### config.mk
export PLATFORM = sky130hd
export DESIGN_NAME = sync_mod_cascade
export DESIGN_NICKNAME = d
export VERILOG_FILES = /design/src/rtl/sync_mod_cascade.sv
export SDC_FILE = /design/constraint.sdc
export NUM_CORES = 1
export LEC_CHECK = 0
export ABC_AREA = 1
export CAP_MARGIN = 20
export CELL_PAD_IN_SITES_DETAIL_PLACEMENT = 1
export CELL_PAD_IN_SITES_GLOBAL_PLACEMENT = 2
export CORE_MARGIN = 10
export CORE_UTILIZATION = 22
export DETAILED_ROUTE_END_ITERATION = 10
export PLACE_DENSITY = 0.75
export SLEW_MARGIN = 20
export SYNTH_ARGS = -nofsm -noshare
export SYNTH_HDL_FRONTEND = slang
export SYNTH_SLANG_ARGS = --single-unit
### constraint.sdc
create_clock -name clk -period 1.9 [get_ports clk]
set_input_delay 0.285 -clock clk [delete_from_list [all_inputs] [get_ports clk]]
set_output_delay 0.285 -clock clk [all_outputs]
set_load 0.02 [all_outputs]
### src/rtl/sync_mod_cascade.sv
// Programmable modulo-MODULUS up/down counter stage with a combinational
// terminal-count carry, so stages can be chained into synchronous multi-digit counters.
module sync_mod_cascade #(
  parameter int WIDTH   = 4,
  parameter int MODULUS = 10
) (
  input  logic             clk,
  input  logic             reset,
  input  logic             ce_in,
  input  logic             up,
  input  logic             load,
  input  logic [WIDTH-1:0] load_val,
  input  logic             clr_flag,
  output logic [WIDTH-1:0] Q,
  output logic             tc,
  output logic             tc_q,
  output logic             wrapped
);

  if (MODULUS < 2 || MODULUS > (2 ** WIDTH)) begin : g_bad_modulus
    $error("sync_mod_cascade: MODULUS=%0d outside 2..2**WIDTH", MODULUS);
  end

  // The modulus itself needs WIDTH+1 bits when MODULUS == 2**WIDTH.
  localparam logic [WIDTH:0]   MOD_W = (WIDTH+1)'(MODULUS);
  localparam logic [WIDTH:0]   MAX_W = MOD_W - (WIDTH+1)'(1);
  localparam logic [WIDTH-1:0] MAX_Q = MAX_W[WIDTH-1:0];

  logic [WIDTH:0]   inc;
  logic [WIDTH:0]   dec;
  logic [WIDTH:0]   lv_ext;
  logic             at_max;
  logic             at_zero;
  logic [WIDTH-1:0] q_next;

  // Compare in the widened domain before truncating, so the full-range case wraps cleanly.
  assign inc     = {1'b0, Q} + (WIDTH+1)'(1);
  assign dec     = {1'b0, Q} - (WIDTH+1)'(1);
  assign lv_ext  = {1'b0, load_val};
  assign at_max  = (inc == MOD_W);
  assign at_zero = dec[WIDTH];

  assign tc = reset & ce_in & ~load & (up ? at_max : at_zero);

  always_comb begin
    // NOTE: default assigned first so every path drives q_next; otherwise a latch is inferred.
    q_next = Q;
    if (load) begin
      q_next = (lv_ext < MOD_W) ? load_val : MAX_Q;
    end else if (ce_in) begin
      if (up) q_next = at_max  ? '0    : inc[WIDTH-1:0];
      else    q_next = at_zero ? MAX_Q : dec[WIDTH-1:0];
    end
  end

  always_ff @(posedge clk or negedge reset) begin
    // NOTE: state uses non-blocking assignments so every flop samples pre-edge values.
    if (!reset) begin
      Q       <= '0;
      tc_q    <= 1'b0;
      wrapped <= 1'b0;
    end else begin
      Q    <= q_next;
      tc_q <= tc;
      if (tc)            wrapped <= 1'b1;
      else if (clr_flag) wrapped <= 1'b0;
    end
  end

endmodule

## After elaboration in Yosys (flattened, before gate mapping)

Cells that the tools add are included.

- Flip-flop bits (word level): 6
- Bits of input ports: 10
- Word-level logic and storage cells: 22
- Output and inout port bits: 7

- Reduce and logical (&&, ||, !) cells: 2
- Add/sub/neg operators: 2
- Muxes and demuxes: 9
- Bitwise gates (word level): 4
- Equality and inequality tests: 1
- Magnitude comparators: 1

Operator list:

| kind | number |
|---|---|
| 2-to-1 mux 4 bit | 6 |
| adder 4 x 1 -> 5 bit, second input constant | 1 |
| == test 5 x 4 -> 1 bit, second input constant | 1 |
| subtractor 4 x 1 -> 5 bit, second input constant | 1 |
| less-than comparator 4 bit, second input constant | 1 |
| nonzero test 2 bit | 2 |
| AND 1 bit | 3 |
| 2-to-1 mux 1 bit | 3 |
| inverter 1 bit | 1 |

## Longest topological paths before layout

Gate-level depths: netlist of run 1.

- Word-level depth: 6
- Gate-level depth with buffers: 10
- Mapped depth without buffers: 10

## Worst setup path after synthesis of run 1

No wires, ideal clock.

- Path kind: reg-to-output
- Start point: register Q[0]
- End point: output port tc
- Data arrival time: 1.407 ns
- Cell stages (with the launch flop): 10
- Required time: 1.615 ns
- Setup slack: 0.208 ns
- Path buffers: 0
- Cell sequence: dfrtp_1 ha_1 inv_1 nand2_1 nand2_2 nor2_2 nand2_2 nand2_2 nand4_2 inv_1

- Word-level cells in the longest chain between the ends: 4
- Elaborated cells between the ends (all ways): 5
- Classes of those cells: add/sub: 2; eq/ne: 1; mux: 1; bitwise: 1

Ends and longest elaborated chain:

| item | line | text |
|---|---|---|
| start: declaration | 14 | `output logic [WIDTH-1:0] Q,` |
| start signal: assignment | 63 | `Q <= q_next;` |
| adder 4 x 1 -> 5 bit | 37 | `assign inc = {1'b0, Q} + (WIDTH+1)'(1);` |
| == test 5 x 4 -> 1 bit | 40 | `assign at_max = (inc == MOD_W);` |
| 2-to-1 mux 1 bit * | 43 | `assign tc = reset & ce_in & ~load & (up ? at_max : at_zero);` |
| AND 1 bit * | 43 |  |
| end: declaration | 15 | `output logic tc,` |

Every way passes the cells marked *; elsewhere a longest branch is shown, timed or not.

## Worst setup path in the final report of run 1

- Start point: register Q[1]
- End point: output port tc

The elaborated chain is that of the path after synthesis.

==> reports/qor.csv, run 1 <==
metric;value;unit
async_flop_share;100;%
die_h;67.0;um
detail-route-antenna-nets;0;
via_per_inst;4.29;
via_count;627;
synth.most_common_cell;nand2_1;
outcome;completed;
maxCapViolations;0;
hold_path.class;input port to asynchronous set/reset pin;
cts_buffer_depth;2;
synth_edf_count;0;
ys_ff_latch;6;
coreArea;2020;um^2
place_ws;-0.249;ns
r2r_cells;11;
path_clk_slew;0.05;ns
regToRegEndpoint;Q[1]$_DFFE_PN0P_;
grt_usage;8.94;%
r2r-start;Q[0]$_DFFE_PN0P_;
ys.flop_type;dfrtp_1;
wl;2050;um
arrival;1.57;ns
p_leak;0.486;nW
drtPass1Iterations;4;
fp.dieW;67.0;um
crit_path_end_kind;primary output;
first_global_vias;699;
grt.overflow.total;0;
nFillCells;257;
slew_headroom;71.1;%
globalplace.congestion;0.900;
startpoint_type;flop;
clock_latency;0.25;ns
rsz0062_at_grt;yes;
syn_inst;68;
dieArea;4490;um^2
syn_area_per_cell;7.14;um^2
clock-sinks;6;
synth_top_area_cell;dfrtp_1;
antenna_found_initial;0;
reg2reg_setup_slack;0.34;ns
cts_tree;yes;
critPathKind;flop to primary output;
dp_hpwl;1590;um
areaGrowthSynthToFinish;106;%
drt-initial-drc-count;6;
wl_per_cell;14.0;um
num_antenna_cells;0;
ioPinCount;17;
nets;134;
seq_area_frac_synth;30.9;%
ir_drop;0.000368;V
finalCritPeriodShare;97.4;%
cts_max_level;1;
synth_top_area_share;30.9;%
crit_end;tc;
synth_area_leaders;dfrtp_1, nand2_1, inv_1;
crit_start;Q[1]$_DFFE_PN0P_;
setup_slack;0.0487;ns
worst_pin_slew;0.432;ns
fin_crit;1.85;ns
cp_max_fo;4;
syn_nets;81;
fin_tns_setup;0;ns
hold_viol;0;
num_rows;16;
power-per-cell-area;686;nW/um^2
finClkSkew;0.00860;ns
multi_input_area;337;um^2
layout-drive-gt1-share;47.9;%
grt_max_degree;7;
ys_warn_count;0;
slew_viol_final;0;
grt_pass1_wl;3100;um
setup_viol;0;
cp.required;1.62;ns
drc;0;
start_util;24.0;%
synth_common_cells;nand2_1, inv_1, a21oi_1, dfrtp_1;
power;0.685;mW
synth_cell_types;20;
cts_root_buf;clkbuf_4;
numCtsBuffers;3;
synth_area;485;um^2
timing.fmax;540;MHz
register_area;153;um^2
portBuffers;16;
==> critical path, stage by stage (launching register included) <==
cell and delay [ns]:
dfrtp_2 0.45, ha_4 0.19, nand2_2 0.05, nand2_2 0.06
nor2_2 0.12, nand2_2 0.09, nand2_4 0.09, nand4_4 0.08
inv_2 0.08, buf_6 0.11
==> worst min path at each step <==
stage	cells after the start	end	slack, ns
2_1_floorplan	0	Q[0]$_DFFE_PN0P_	-0.01
3_3_place_gp	2	wrapped$_DFFE_PN0P_	0.50
3_5_place_dp	2	wrapped$_DFFE_PN0P_	0.51
4_1_cts	2	Q[3]$_DFFE_PN0P_	0.39
5_1_grt	2	tc_q$_DFF_PN0_	0.43
6_report	2	tc_q$_DFF_PN0_	0.42
==> stage by stage <==
stage / hold WS [ns] / area (um^2) / utilization (%) / std cells
after floorplan: -0.0106 / 485 / - / 68
after global placement: 0.496 / 875 / 43.3 / 137
after detailed placement: 0.514 / 875 / 43.3 / 137
after CTS: 0.385 / 902 / 44.6 / 141
after global routing: 0.432 / 998 / 49.4 / 146
final: 0.420 / 998 / 49.4 / 146
==> layer usage <==
layer  track usage, %  part of all wire [%]  vias to the layer above
met5                0                     0                        -
met4             5.38                   1.0                        0
met3             3.01                   4.8                        2
met2             14.9                    50                       12
met1             9.50                    44                      286
li1                 -                     -                      327
==> area by class of cell <==
type | count | share of cell area (%)
repair buffers | 48 | 40.6
flip-flops and latches | 6 | 15.3
multi-input cells | 50 | 33.7
clock buffers | 3 | 2.26
inverters | 12 | 4.76
well taps | 27 | 3.38
==> cells in the final DEF, fill, tap and decap left out, types with 2 or more instances in the layout <==
master,count
buf_4,31
clkdlybuf4s50_1,15
nand2_1,13
inv_1,7
a21oi_1,6
nand2_2,5
dfrtp_1,4
inv_2,4
nand3_1,4
nor2_1,4
clkbuf_4,3
dfrtp_2,2
o21ai_0,2
o211ai_1,2
ha_4,2
buf_6,2
==> logic make-up (layout without fill, tap and decap cells) <==
logic type      Yosys count  in the layout  share of synthesized area [%]
simple gates             32             32                           31.7
flops                     6              6                           30.9
buf+inv                  12             63                           9.28
xor+xnor                  1              1                           1.80
fa+ha+maj                 3              3                           7.73
compound gates           14             14                           18.6
==> power by group <==
group / total [mW] / internal, mW / switching [mW]
logic: 0.393 / 0.215 / 0.178
registers: 0.171 / 0.145 / 0.0261
clock network: 0.121 / 0.0717 / 0.0495
==> state kept, by name (all words and copies together) (netlist names) <==
register  cells
Q             4
tc_q          1
wrapped       1
==> timing repair <==
item / CTS / global route
gates cloned: 0 / 0
setup endpoints to repair: 1 / 1
hold buffers: 0 / 0
buffers inserted: 1 / 5
pin swaps: 0 / 6
hold endpoints to repair: 0 / 0
gates resized for setup: 5 / 17
No activity file was read; power rests on OpenSTA's default activity.
==> inputs of run 2 (changes only) <==
--- a/config.mk
+++ b/config.mk
@@ -9,9 +9,10 @@
 export CAP_MARGIN = 20
 export CELL_PAD_IN_SITES_DETAIL_PLACEMENT = 1
 export CELL_PAD_IN_SITES_GLOBAL_PLACEMENT = 2
-export CORE_MARGIN = 10
+export CORE_MARGIN = 5
 export CORE_UTILIZATION = 22
 export DETAILED_ROUTE_END_ITERATION = 10
+export GPL_ROUTABILITY_DRIVEN = 0
 export PLACE_DENSITY = 0.75
 export SLEW_MARGIN = 20
 export SYNTH_ARGS = -nofsm -noshare
==> run 2 against run 1 <==
  * Die area decreased by 28%
  * Register-to-register slack improved by 0.10 ns
  * Via count down 3.0%
  * Critical path depth stayed put
  * Wire length decreased by 11%
  * Sequential share of layout area up 1.4 points
  * Combinational power shrank 16%
  * Clock power barely moved
  * Highest routed layer unchanged
  * Final area fell by 8.4%
  * Sequential power hardly changed
  * Non-clock buffer count decreased by 8
==> reports/qor.csv, run 2 (synthesis results as in run 1) <==
metric;value;unit
whs;0.448;ns
areaGrowthSynthToFinish;88.4;%
cts_max_level;1;
final_common_cell;buf_4;
dp_hpwl;1470;um
power-per-cell-area;683;nW/um^2
finClkSkew;0.000912;ns
layout-drive-gt1-share;41.4;%
num_antenna_cells;0;
post-place-cells;133;
startpoint_type;flop;
slew_headroom;69.9;%
cts_root_buf;clkbuf_4;
via_count;608;
power;0.624;mW
setup_viol;0;
maxCapViolations;0;
r2r_cells;8;
timing.fmax;541;MHz
largest_reg_flops;4;
cp_slowest_stage_delay;0.44;ns
worst_pin_slew;0.450;ns
die_h;57.0;um
largest_registers;Q: 4 flops, tc_q: 1 flops, wrapped: 1 flops;
fp.dieW;57.0;um
wl_per_cell;13.0;um
cp_max_fo;4;
hold_viol;0;
clock_latency;0.25;ns
antenna_found_initial;0;
first_global_vias;615;
critPathTopFamily;simple AND/OR/NAND/NOR gates;
ioPinCount;17;
nFillCells;273;
grt_pass1_wl;2820;um
numCtsBuffers;3;
ir_drop;0.000423;V
path_clk_slew;0.05;ns
r2r-start;Q[1]$_DFFE_PN0P_;
multi_input_area;314;um^2
coreArea;2150;um^2
num_rows;17;
path_cells;ha_4 -> nand2_2 -> nand2_2 -> nor2_2 -> nand2_2 -> nand2_2 -> nand4_4 -> inv_2 -> buf_6;
final_cell_mix;buf_4, clkdlybuf4s50_1, nand2_1;
finalCritPeriodShare;97.2;%
crit_slowest_cell;dfrtp_2;
cp_common_cell;nand2_2;
grt_max_degree;7;
nets;126;
drtPass1Iterations;4;
grt.overflow.total;0;
via_per_inst;4.37;
cp.required;1.62;ns
path_buf_inv;2;
detail-route-antenna-nets;0;
portBuffers;16;
grt_usage;11.4;%
crit_path_end_kind;primary output;
fin_crit;1.85;ns
register_area;153;um^2
dieArea;3250;um^2
slew_viol_final;0;
regToRegEndpoint;Q[0]$_DFFE_PN0P_;
regMostFlops;Q;
critPathKind;flop to primary output;
outcome;completed;
fin_cells;139;
hold_path.class;input port to asynchronous set/reset pin;
wl;1810;um
drt-initial-drc-count;13;
arrival;1.56;ns
start_util;22.6;%
drc;0;
reg2reg_setup_slack;0.44;ns
p_leak;0.444;nW
cts_tree;yes;
cts_buffer_depth;2;
clock-sinks;6;
fin_tns_setup;0;ns
run 2: per-layer routing:
metal | share of wire [%] | GRT usage [%] | vias up
met5 | 0 | 0 | -
met4 | 1.3 | 6.95 | 0
met3 | 3.6 | 1.58 | 2
met2 | 53 | 18.9 | 15
met1 | 42 | 13.8 | 283
li1 | - | - | 308
run 2: stage by stage:
stage	instance area, um^2	setup slack [ns]	util, %
after global routing	915	-0.0401	42.6
final	915	0.0533	42.6
after CTS	858	0.00531	40.0
after floorplan	485	0.208	-
after global placement	838	-0.139	39.0
after detailed placement	838	-0.175	39.0
run 2: how the worst max path moves through the flow:
stage / start / endpoint / cells past startpoint
2_1_floorplan: Q[0]$_DFFE_PN0P_ / tc / 9
5_1_grt: Q[1]$_DFFE_PN0P_ / tc / 10
3_5_place_dp: Q[0]$_DFFE_PN0P_ / tc / 9
6_report: Q[1]$_DFFE_PN0P_ / tc / 9
4_1_cts: Q[0]$_DFFE_PN0P_ / tc / 9
3_3_place_gp: Q[1]$_DFFE_PN0P_ / tc / 10
run 2: area by class of cell:
cell class,instances,share of cell area [%]
Clock buffer,3,2.46
Inverter,12,4.92
Multi-Input combinational cell,50,34.3
Sequential cell,6,16.7
Tap cell,28,3.83
Timing Repair Buffer,40,37.8
run 2: power by group:
group | internal, mW | switching, mW | total, mW
registers | 0.145 | 0.0243 | 0.169
clock network | 0.0719 | 0.0519 | 0.124
logic | 0.176 | 0.156 | 0.332
run 2: repair_timing:
| item | CTS | global route |
|---|---|---|
| pin swaps | 0 | 4 |
| endpoints found under the setup margin | 1 | 1 |
| gates resized for setup | 5 | 11 |
| buffers inserted | 0 | 3 |
| hold buffers | 0 | 0 |
==> inputs of run 3 (changes only) <==
--- a/config.mk
+++ b/config.mk
@@ -10,10 +10,10 @@
 export CELL_PAD_IN_SITES_DETAIL_PLACEMENT = 1
 export CELL_PAD_IN_SITES_GLOBAL_PLACEMENT = 2
 export CORE_MARGIN = 5
-export CORE_UTILIZATION = 22
+export CORE_UTILIZATION = 24
 export DETAILED_ROUTE_END_ITERATION = 10
 export GPL_ROUTABILITY_DRIVEN = 0
-export PLACE_DENSITY = 0.75
+export PLACE_DENSITY = 0.81
 export SLEW_MARGIN = 20
 export SYNTH_ARGS = -nofsm -noshare
 export SYNTH_HDL_FRONTEND = slang
==> constraint.sdc (replaced) <==
create_clock -name clk -period 2.4 [get_ports clk]
set_input_delay 0.36 -clock clk [delete_from_list [all_inputs] [get_ports clk]]
set_output_delay 0.36 -clock clk [all_outputs]
set_load 0.02 [all_outputs]
==> run 3 against run 2 <==
  * Clock skew hardly changed
  * Via count is 9.9% lower
  * Power is 34% lower
  * Critical path depth is 1 higher
  * Clock power is 27% lower
  * Register-to-register slack better by 0.56 ns
  * Die area is 6.9% lower
  * Combinational power is 44% lower
  * Wire length is 21% lower
  * Worst hold slack better by 0.031 ns
  * Cell count is 15% lower
  * Global-route usage is 0.18 points higher
  * Critical endpoint unchanged
  * Largest cell class is now multi-input combinational cells
  * Largest power group unchanged
  * Highest routed layer unchanged
==> reports/qor.csv, run 3 (synthesis results as in run 1) <==
metric;value;unit
outcome;completed;
rsz0062_at_grt;no;
clock_latency;0.24;ns
holdBufCountCts;0;
finClkSkew;0.000683;ns
numCtsBuffers;3;
ioPinCount;17;
portBuffers;16;
cts_root_buf;clkbuf_4;
startpoint_type;flop;
slew_viol_final;0;
r2r-start;Q[1]$_DFFE_PN0P_;
critPathKind;flop to primary output;
p_leak;0.358;nW
cts_max_level;1;
clock-sinks;6;
regToRegEndpoint;Q[2]$_DFFE_PN0P_;
final_common_cell;clkdlybuf4s50_1;
wl_met1;601;um
dieArea;3020;um^2
drtPass1Iterations;4;
nets;106;
fin_cells;118;
largest_registers;Q: 4 flops, tc_q: 1 flops, wrapped: 1 flops;
final_cell_mix;clkdlybuf4s50_1, nand2_1, inv_1;
areaGrowthSynthToFinish;50.5;%
wl_met2;690;um
slew_headroom;69.8;%
num_antenna_cells;0;
wl;1430;um
detail-route-antenna-nets;0;
grt.overflow.total;0;
grt_usage;11.6;%
dp_hpwl;1220;um
crit_path_end_kind;primary output;
reg2reg_setup_slack;1.00;ns
wl_met3;97;um
grt_max_degree;7;
cp_max_fo;4;
regMostFlops;Q;
largest_reg_flops;4;
via_count;548;
num_rows;16;
antenna_found_initial;0;
hold_path.class;input port to asynchronous set/reset pin;
coreArea;1940;um^2
ir_drop;0.000179;V
path_clk_slew;0.05;ns
timing.fmax;456;MHz
setup_viol;0;
drt-initial-drc-count;8;
fin_tns_setup;0;ns
fin_crit;2.19;ns
r2r_cells;7;
fp.dieW;55.0;um
layout-drive-gt1-share;19.8;%
cp.required;2.04;ns
drc;0;
grt_pass1_wl;2530;um
power-per-cell-area;560;nW/um^2
finalCritPeriodShare;91.3;%
worst_pin_slew;0.451;ns
hold_viol;0;
via_per_inst;4.64;
top_layer_used;met4;
first_global_vias;610;
start_util;25.0;%
cts_buffer_depth;2;
die_h;55.0;um
maxCapViolations;0;
post-place-cells;115;
wl_per_cell;12.1;um
arrival;1.83;ns
cts_tree;yes;
[run 3: cell types whose count changed in the layout (fill, tap and decap cells not counted)]
cell | previous run | this run
dfrtp_1 | 4 | 6
ha_2 | 1 | 0
dlygate4sd2_1 | 0 | 1
nand4_2 | 0 | 1
nand4_4 | 1 | 0
inv_1 | 8 | 11
inv_2 | 4 | 1
dfrtp_2 | 2 | 0
buf_4 | 23 | 4
ha_4 | 1 | 0
buf_6 | 2 | 0
ha_1 | 1 | 3
[run 3: per-layer routing]
| metal | GRT usage, % | vias to the layer above |
|---|---|---|
| met5 | 0 | - |
| met4 | 5.67 | 0 |
| li1 | - | 272 |
| met3 | 1.61 | 4 |
| met2 | 20.3 | 19 |
| met1 | 13.7 | 253 |
[run 3: cell type report]
| cell class | count | area [um^2] |
|---|---|---|
| clock buffer | 3 | 22.5 |
| fill | 250 | 1210 |
| inverter | 12 | 45.0 |
| multi-input combinational | 50 | 290 |
| sequential | 6 | 150 |
| tap | 27 | 33.8 |
| timing repair buffer | 20 | 189 |
[run 3: worst max-delay path, stage by stage, from the launching register on]
cell and delay (ns):
dfrtp_1 0.41, ha_1 0.23, inv_1 0.05, nand2_1 0.07, nand2_2 0.07, nor2_2 0.09
nand2_2 0.09, nand2_2 0.08, nand4_2 0.09, inv_1 0.09, dlygate4sd2_1 0.33
[run 3: per-stage QoR]
| step | util, % | worst slack [ns] | area, um^2 | hold slack [ns] | power, mW |
|---|---|---|---|---|---|
| floorplan | - | 0.633 | 485 | 0.0644 | 0.239 |
| global placement | 36.5 | 0.169 | 709 | 0.503 | 0.319 |
| detailed placement | 36.5 | 0.130 | 709 | 0.511 | 0.321 |
| CTS | 37.6 | 0.186 | 731 | 0.481 | 0.414 |
| global route | 37.6 | 0.0175 | 731 | 0.481 | 0.450 |
| finish | 37.6 | 0.209 | 731 | 0.479 | 0.409 |
[run 3: power by group]
part / internal, mW / switching (mW)
combinational: 0.0848 / 0.102
clock: 0.0564 / 0.0343
sequential: 0.114 / 0.0178
total: 0.255 / 0.154
[run 3: how the worst max path moves through the flow]
stage | start | end | slack (ns)
2_1_floorplan | Q[0]$_DFFE_PN0P_ | tc | 0.63
3_3_place_gp | ce_in | tc | 0.17
3_5_place_dp | ce_in | tc | 0.13
4_1_cts | Q[1]$_DFFE_PN0P_ | tc | 0.19
5_1_grt | Q[1]$_DFFE_PN0P_ | tc | 0.02
6_report | Q[1]$_DFFE_PN0P_ | tc | 0.21
[run 3: repair_timing]
action,in CTS,in global routing
endpoints found under the hold margin,0,0
endpoints found under the setup margin,1,0
gates resized for setup,1,0
setup buffers,0,0
